===== src/rtl/vga_timing_gen_if.sv =====
// vga_timing_gen_if: bus between the VGA timing generator and its consumers
// master (generator): takes en, drives pixel strobe, sync/blank, coordinates, ticks, board addressing, frame_cnt
// slave (consumer): drives en, observes everything else
interface vga_timing_gen_if;
  logic en;
  logic pix_ce;
  logic hs;
  logic vs;
  logic blank_n;
  logic de;
  logic [10:0] x;
  logic [9:0] y;
  logic line_start;
  logic frame_start;
  logic in_board;
  logic [3:0] cell_col;
  logic [4:0] cell_row;
  logic grid_line;
  logic [15:0] frame_cnt;
  modport master(
    input en,
    output pix_ce, hs, vs, blank_n, de, x, y, line_start, frame_start,
    output in_board, cell_col, cell_row, grid_line, frame_cnt
  );
  modport slave(
    output en,
    input pix_ce, hs, vs, blank_n, de, x, y, line_start, frame_start,
    input in_board, cell_col, cell_row, grid_line, frame_cnt
  );
endinterface


===== src/rtl/vga_timing_gen.sv =====
// vga_timing_gen: parametrised VGA raster timing with pixel strobe, sync/blank, coordinates, ticks and tetris board addressing
// clk: system clock; rst: asynchronous active-high reset
// bus (vga_timing_gen_if.master): en in; pix_ce, hs, vs, blank_n, de, x, y, line_start, frame_start,
//   in_board, cell_col, cell_row, grid_line, frame_cnt out (all registered)
// VGA_FRAME_CNT_EN: when defined frame_cnt counts frame_starts, otherwise it is tied to 0
module vga_timing_gen #(
  parameter int PIX_DIV = 2,
  parameter int H_ACT = 640,
  parameter int H_FRONT = 16,
  parameter int H_SYNC = 96,
  parameter int H_BACK = 48,
  parameter int V_ACT = 480,
  parameter int V_FRONT = 10,
  parameter int V_SYNC = 2,
  parameter int V_BACK = 33,
  parameter int HS_POL = 0,
  parameter int VS_POL = 0,
  parameter int BOARD_X0 = 240,
  parameter int BOARD_Y0 = 80,
  parameter int BOARD_COLS = 10,
  parameter int BOARD_ROWS = 20,
  parameter int CELL_SHIFT = 4
) (
  input logic clk,
  input logic rst,
  vga_timing_gen_if.master bus
);
  localparam int H_TOTAL = H_ACT + H_FRONT + H_SYNC + H_BACK;
  localparam int V_TOTAL = V_ACT + V_FRONT + V_SYNC + V_BACK;
  localparam int DW = PIX_DIV > 1 ? $clog2(PIX_DIV) : 1;
  localparam logic [DW-1:0] DIV_LAST = DW'(PIX_DIV - 1);
  localparam logic [10:0] H_LAST = 11'(H_TOTAL - 1);
  localparam logic [9:0] V_LAST = 10'(V_TOTAL - 1);
  // compare constants carry one spare bit so a sync pulse ending exactly at the total cannot wrap
  localparam logic [11:0] H_A = 12'(H_ACT);
  localparam logic [11:0] HS_B = 12'(H_ACT + H_FRONT);
  localparam logic [11:0] HS_E = 12'(H_ACT + H_FRONT + H_SYNC);
  localparam logic [10:0] V_A = 11'(V_ACT);
  localparam logic [10:0] VS_B = 11'(V_ACT + V_FRONT);
  localparam logic [10:0] VS_E = 11'(V_ACT + V_FRONT + V_SYNC);
  localparam logic [11:0] BX0 = 12'(BOARD_X0);
  localparam logic [11:0] BX1 = 12'(BOARD_X0 + (BOARD_COLS << CELL_SHIFT));
  localparam logic [10:0] BY0 = 11'(BOARD_Y0);
  localparam logic [10:0] BY1 = 11'(BOARD_Y0 + (BOARD_ROWS << CELL_SHIFT));
  localparam logic [10:0] CMASK = 11'((1 << CELL_SHIFT) - 1);
  localparam logic HS_ON = HS_POL != 0;
  localparam logic VS_ON = VS_POL != 0;
  logic [DW-1:0] div;
  logic [10:0] hcnt, nh, n_x, ox, oy;
  logic [9:0] vcnt, nv, n_y;
  logic step, n_hs, n_vs, n_de, n_inb, n_grid;
  logic [3:0] n_col;
  logic [4:0] n_row;
  // outputs are computed from the post-step position so they land on the same edge as the counters
  always_comb begin
    step = bus.en && div == DIV_LAST;
    nh = hcnt == H_LAST ? '0 : hcnt + 11'd1;
    nv = hcnt != H_LAST ? vcnt : vcnt == V_LAST ? '0 : vcnt + 10'd1;
    n_hs = {1'b0, nh} >= HS_B && {1'b0, nh} < HS_E ? HS_ON : ~HS_ON;
    n_vs = {1'b0, nv} >= VS_B && {1'b0, nv} < VS_E ? VS_ON : ~VS_ON;
    n_de = {1'b0, nh} < H_A && {1'b0, nv} < V_A;
    n_x = n_de ? nh : '0;
    n_y = n_de ? nv : '0;
    ox = n_x - BX0[10:0];
    oy = {1'b0, n_y} - BY0;
    n_inb = n_de && {1'b0, n_x} >= BX0 && {1'b0, n_x} < BX1 && {1'b0, n_y} >= BY0 && {1'b0, n_y} < BY1;
    n_col = n_inb ? 4'(ox >> CELL_SHIFT) : '0;
    n_row = n_inb ? 5'(oy >> CELL_SHIFT) : '0;
    n_grid = n_inb && ((ox & CMASK) == '0 || (oy & CMASK) == '0);
  end
  always_ff @(posedge clk or posedge rst) begin
    if (rst) begin
      div <= '0;
      hcnt <= H_LAST;
      vcnt <= V_LAST;
      bus.pix_ce <= 1'b0;
      bus.line_start <= 1'b0;
      bus.frame_start <= 1'b0;
      bus.hs <= ~HS_ON;
      bus.vs <= ~VS_ON;
      bus.de <= 1'b0;
      bus.blank_n <= 1'b0;
      bus.x <= '0;
      bus.y <= '0;
      bus.in_board <= 1'b0;
      bus.cell_col <= '0;
      bus.cell_row <= '0;
      bus.grid_line <= 1'b0;
    end else begin
      bus.pix_ce <= step;
      bus.line_start <= step && nh == '0;
      bus.frame_start <= step && nh == '0 && nv == '0;
      if (bus.en) div <= div == DIV_LAST ? '0 : div + DW'(1);
      if (step) begin
        hcnt <= nh;
        vcnt <= nv;
        bus.hs <= n_hs;
        bus.vs <= n_vs;
        bus.de <= n_de;
        bus.blank_n <= n_de;
        bus.x <= n_x;
        bus.y <= n_y;
        bus.in_board <= n_inb;
        bus.cell_col <= n_col;
        bus.cell_row <= n_row;
        bus.grid_line <= n_grid;
      end
    end
  end
`ifdef VGA_FRAME_CNT_EN
  logic [15:0] fc;
  always_ff @(posedge clk or posedge rst) begin
    if (rst) fc <= '0;
    else if (step && nh == '0 && nv == '0) fc <= fc + 16'd1;
  end
  assign bus.frame_cnt = fc;
`else
  assign bus.frame_cnt = '0;
`endif
endmodule

===== src/flat_wrapper.sv =====
// flat-port wrapper written by rule: the top's interface ports become plain ports
module vga_timing_gen_flat 
#(
  parameter int PIX_DIV = 2,
  parameter int H_ACT = 640,
  parameter int H_FRONT = 16,
  parameter int H_SYNC = 96,
  parameter int H_BACK = 48,
  parameter int V_ACT = 480,
  parameter int V_FRONT = 10,
  parameter int V_SYNC = 2,
  parameter int V_BACK = 33,
  parameter int HS_POL = 0,
  parameter int VS_POL = 0,
  parameter int BOARD_X0 = 240,
  parameter int BOARD_Y0 = 80,
  parameter int BOARD_COLS = 10,
  parameter int BOARD_ROWS = 20,
  parameter int CELL_SHIFT = 4
)
  (clk, rst, bus_en, bus_pix_ce, bus_hs, bus_vs, bus_blank_n, bus_de, bus_x, bus_y, bus_line_start, bus_frame_start, bus_in_board, bus_cell_col, bus_cell_row, bus_grid_line, bus_frame_cnt);
  vga_timing_gen_if bus_i ();
  input logic clk;
  input logic rst;
  input wire logic [$bits(bus_i.en)-1:0] bus_en;
  output wire logic [$bits(bus_i.pix_ce)-1:0] bus_pix_ce;
  output wire logic [$bits(bus_i.hs)-1:0] bus_hs;
  output wire logic [$bits(bus_i.vs)-1:0] bus_vs;
  output wire logic [$bits(bus_i.blank_n)-1:0] bus_blank_n;
  output wire logic [$bits(bus_i.de)-1:0] bus_de;
  output wire logic [$bits(bus_i.x)-1:0] bus_x;
  output wire logic [$bits(bus_i.y)-1:0] bus_y;
  output wire logic [$bits(bus_i.line_start)-1:0] bus_line_start;
  output wire logic [$bits(bus_i.frame_start)-1:0] bus_frame_start;
  output wire logic [$bits(bus_i.in_board)-1:0] bus_in_board;
  output wire logic [$bits(bus_i.cell_col)-1:0] bus_cell_col;
  output wire logic [$bits(bus_i.cell_row)-1:0] bus_cell_row;
  output wire logic [$bits(bus_i.grid_line)-1:0] bus_grid_line;
  output wire logic [$bits(bus_i.frame_cnt)-1:0] bus_frame_cnt;
  assign bus_i.en = bus_en;
  assign bus_pix_ce = bus_i.pix_ce;
  assign bus_hs = bus_i.hs;
  assign bus_vs = bus_i.vs;
  assign bus_blank_n = bus_i.blank_n;
  assign bus_de = bus_i.de;
  assign bus_x = bus_i.x;
  assign bus_y = bus_i.y;
  assign bus_line_start = bus_i.line_start;
  assign bus_frame_start = bus_i.frame_start;
  assign bus_in_board = bus_i.in_board;
  assign bus_cell_col = bus_i.cell_col;
  assign bus_cell_row = bus_i.cell_row;
  assign bus_grid_line = bus_i.grid_line;
  assign bus_frame_cnt = bus_i.frame_cnt;
  vga_timing_gen #(.PIX_DIV(PIX_DIV), .H_ACT(H_ACT), .H_FRONT(H_FRONT), .H_SYNC(H_SYNC), .H_BACK(H_BACK), .V_ACT(V_ACT), .V_FRONT(V_FRONT), .V_SYNC(V_SYNC), .V_BACK(V_BACK), .HS_POL(HS_POL), .VS_POL(VS_POL), .BOARD_X0(BOARD_X0), .BOARD_Y0(BOARD_Y0), .BOARD_COLS(BOARD_COLS), .BOARD_ROWS(BOARD_ROWS), .CELL_SHIFT(CELL_SHIFT)) u_core (.clk(clk), .rst(rst), .bus(bus_i));
endmodule

===== config.mk =====
export PLATFORM = sky130hd
export DESIGN_NAME = vga_timing_gen_flat
export DESIGN_NICKNAME = d
export VERILOG_FILES = /design/src/rtl/vga_timing_gen_if.sv /design/src/rtl/vga_timing_gen.sv /design/src/flat_wrapper.sv
export SDC_FILE = /design/constraint.sdc
export NUM_CORES = 1
export LEC_CHECK = 0
export CAP_MARGIN = 20
export CORE_ASPECT_RATIO = 1.4
export CORE_MARGIN = 2
export CORE_UTILIZATION = 55
export CTS_BUF_LIST = sky130_fd_sc_hd__clkbuf_8
export CTS_CLUSTER_DIAMETER = 60
export DETAILED_ROUTE_END_ITERATION = 8
export PLACE_DENSITY = 0.92
export SLEW_MARGIN = 40
export SYNTH_ARGS = -nofsm -noshare
export SYNTH_HDL_FRONTEND = slang
export SYNTH_SLANG_ARGS = --single-unit

===== constraint.sdc =====
create_clock -name clk -period 4 [get_ports clk]
set_input_delay 0.6 -clock clk [delete_from_list [all_inputs] [get_ports clk]]
set_output_delay 0.6 -clock clk [all_outputs]
set_load 0.01 [all_outputs]

==> impl_metrics.yaml <==
timing:
  final.period_utilization: 0.958
  maxSlewViolCount: 0
  setup_violations: 0
  clock.fmax_mhz: 261
  max_slew_margin: 0.576
  fin_tns_setup_ns: 0
  min_period_ns: 3.83
  finalHoldViolCount: 0
  skew_ns: 0.0105
  worst_pin_slew_ns: 0.619
cts:
  clock_latency_ns: 0.35
  path_clk_slew_ns: 0.07
  cts_inserted_buffers: 9
  cts_buffer_depth: 2
  cts_root_buf: "clkbuf_8"
  cts_tree: "done"
  htreeDepth: 3
  cts_sinks: 60
  cts_hold_buf: 0
flow_run:
  maxCapViolCount: 0
floorplanning:
  coreArea_sq_mm: 0.00590
  die_area_sq_mm: 0.00685
  row_count: 33
  die_x_um: 70.5
  die-height_um: 97.1
  io_pins: 58
  start_util: 0.577
worst_setup_path:
  rr_startpoint: "u_core.vcnt[0]$_DFFE_PP0P_"
  r2r_cells: 14
  worst-setup-path-type: "reg2reg"
  rr_endpoint: "u_core.bus.cell_row[3]$_DFFE_PP0P_"
  worst_ep_arrival_time_ns: 4.09
  rrSetupSlack_ns: 0.17
  end_kind: "flip-flop"
  crit_required_ns: 4.26
  crit_path_start_kind: "flip-flop"
  crit_fanout: 11
route:
  wire_per_inst_um: 16.3
  vias_per_cell: 5.79
  postRouteWirelength_um: 7790
  dr_total_vias: 2761
  drc: 0
  firstDrtPassIters: 5
  drtIter0Drc: 158
  ant_nets: 0
yosys:
  synth_edf_count: 0
  yosys.area.top_type_share: 0.353
  ys_seq_area_frac: 0.445
  yosysMostFrequentCell: "nand2_1"
  synth.distinct_cells: 60
  syn_area_per_cell_sq_um: 9.44
  synthArstFlopShare: 1.00
  synth_common_cells: "nand2_1 (70), dfrtp_1 (48), o21ai_0 (24)"
  syn-cell-area_sq_mm: 0.00341
  yosys_register_bits: 60
  syn_inst: 361
  yosysWarningCount: 0
  synth-main-ff-cell: "dfrtp_1"
  synth_area_leader_cell: "dfrtp_1"
  synth_area_leaders: "dfrtp_1 (35%), dfstp_2 (9.3%), nand2_1 (7.7%)"
global_routing:
  grt_antenna_before_repair: 0
  grt_util_all_layers: 0.239
  grt_pass1_vias: 2753
  grt_max_degree: 49
  grt-ovfl-total: 0
  grt_pass1_wl_um: 13000
pwr:
  max-vdd-ir-drop_uv: 379
  power_density_mw_per_mm2: 449
  leakagePower_nw: 1.72
cells_and_area:
  nNetsFinal: 412
  syn_to_final_growth_pct: 17.7
  nFillCells: 487
  post-route-util: 0.679
  drive_above_1_share: 0.157
  diodes: 0
worst_hold_path:
  hp-class: "reg2reg"
  hold_end: "u_core.bus.grid_line$_DFFE_PP0P_"
  worstHoldStart: "u_core.bus.grid_line$_DFFE_PP0P_"
  hold_depth: 2
placement:
  io_buffer_count: 41
  dpl.hpwl_um: 5440
  routabilityCongestion: 0.944
run_status:
  status: "completed"
worst max-delay path, cell delays in order, from the launching register on:
cell and delay (ns):
dfrtp_1 0.48, inv_1 0.13, ha_1 0.15, nor4bb_1 0.55
and3_1 0.29, o21ai_2 0.08, a221o_1 0.45, nor3_2 0.30
nand2b_1 0.15, ha_1 0.25, or2_2 0.32, o2111ai_2 0.09
nand4_1 0.11, buf_4 0.22, o21ai_0 0.18
metrics by stage:
stage          hold WS [ns]  total power (W)  worst slack (ns)  area [sq um]  instances
6_report              0.476          0.00180             0.170          4010        477
5_1_grt               0.498          0.00190           -0.0273          4010        477
4_1_cts               0.481          0.00181            0.0102          3990        476
3_5_place_dp          0.467          0.00132            0.0416          3810        461
3_3_place_gp          0.452          0.00130             0.246          3810        461
2_1_floorplan         0.441          0.00113             0.441          3460        376
final cells by class:
class                      instances  area, sq um  area share
clock buffer                      11          151      0.0378
inverter                           8         32.5     0.00811
multi-input combinational        271         1700       0.423
tap                               70         87.6      0.0218
sequential                        60         1520       0.378
timing repair buffer              53          500       0.125
clock inverter                     4         25.0     0.00624
power breakdown:
group	total [W]	switching, W	internal (W)
Sequential	0.000804	0.0000828	0.000721
Clock	0.000489	0.000236	0.000252
Combinational	0.000505	0.000279	0.000227
Total	0.00180	0.000598	0.00120
cells by family after synthesis:
group | share of synthesized area
AOI/OAI and AO/OA | 0.169
xor gates and xnor gates | 0.0617
adders and majority gates | 0.0220
buffers and inverters | 0.0775
DFF | 0.445
muxes | 0.00624
other | 0.00110
and+or+nand+nor | 0.218
timing repair:
action                                  in CTS  in global routing
gates resized for setup                      0                  2
buffers inserted                             0                  1
endpoints found under the setup margin       0                 11
how the worst max path moves through the flow:
| stage | from | endpoint | slack [ns] | depth (start not counted) |
|---|---|---|---|---|
| final | u_core.vcnt[0]$_DFFE_PP0P_ | u_core.bus.cell_row[3]$_DFFE_PP0P_ | 0.17 | 14 |
| after global routing | u_core.hcnt[0]$_DFFE_PP1P_ | u_core.bus.cell_row[3]$_DFFE_PP0P_ | -0.03 | 14 |
| after CTS | u_core.hcnt[0]$_DFFE_PP1P_ | u_core.bus.cell_row[3]$_DFFE_PP0P_ | 0.01 | 13 |
| after detailed placement | u_core.hcnt[0]$_DFFE_PP1P_ | u_core.bus.cell_row[3]$_DFFE_PP0P_ | 0.04 | 13 |
| after global placement | u_core.hcnt[0]$_DFFE_PP1P_ | u_core.bus.cell_row[3]$_DFFE_PP0P_ | 0.25 | 13 |
| after floorplan | u_core.hcnt[0]$_DFFE_PP1P_ | u_core.bus.cell_row[2]$_DFFE_PP0P_ | 0.44 | 13 |
metal layers:
layer	track usage	vias up	share of wire
met5	0	-	0
met4	0.129	0	0.023
met3	0.0643	20	0.052
met2	0.390	95	0.52
met1	0.283	1335	0.40
li1	-	1311	-
sequential cells by signal (all words and copies together) (netlist names), 4 cells and up:
register,flops
u_core.hcnt,11
u_core.bus.x,11
u_core.vcnt,10
u_core.bus.cell_col,4
u_core.bus.cell_row,5
u_core.bus.y,10
layout by cell type (no fill, tap or decap), types with 3 or more instances in the layout:
cell / Yosys / final
o21ai_2: 10 / 10
xnor2_1: 14 / 14
o31ai_1: 3 / 3
dfrtp_1: 48 / 48
and3_1: 5 / 5
nor3_1: 7 / 5
nand4_1: 5 / 5
a21oi_1: 4 / 4
o21ai_0: 24 / 24
nand2_1: 70 / 69
and2_1: 5 / 5
dfstp_2: 12 / 12
nor2b_1: 3 / 3
inv_1: 7 / 6
a22o_1: 8 / 8
nor3_2: 1 / 3
clkdlybuf4s50_1: 0 / 41
nand2b_1: 4 / 4
ha_1: 6 / 6
nand3_1: 10 / 10
nor4_1: 7 / 7
nor2_1: 12 / 12
xor2_1: 10 / 10
clkbuf_8: 0 / 11
conb_1: 1 / 16
or3_1: 4 / 4
buf_4: 17 / 12
No activity file was read; power rests on OpenSTA's default activity.
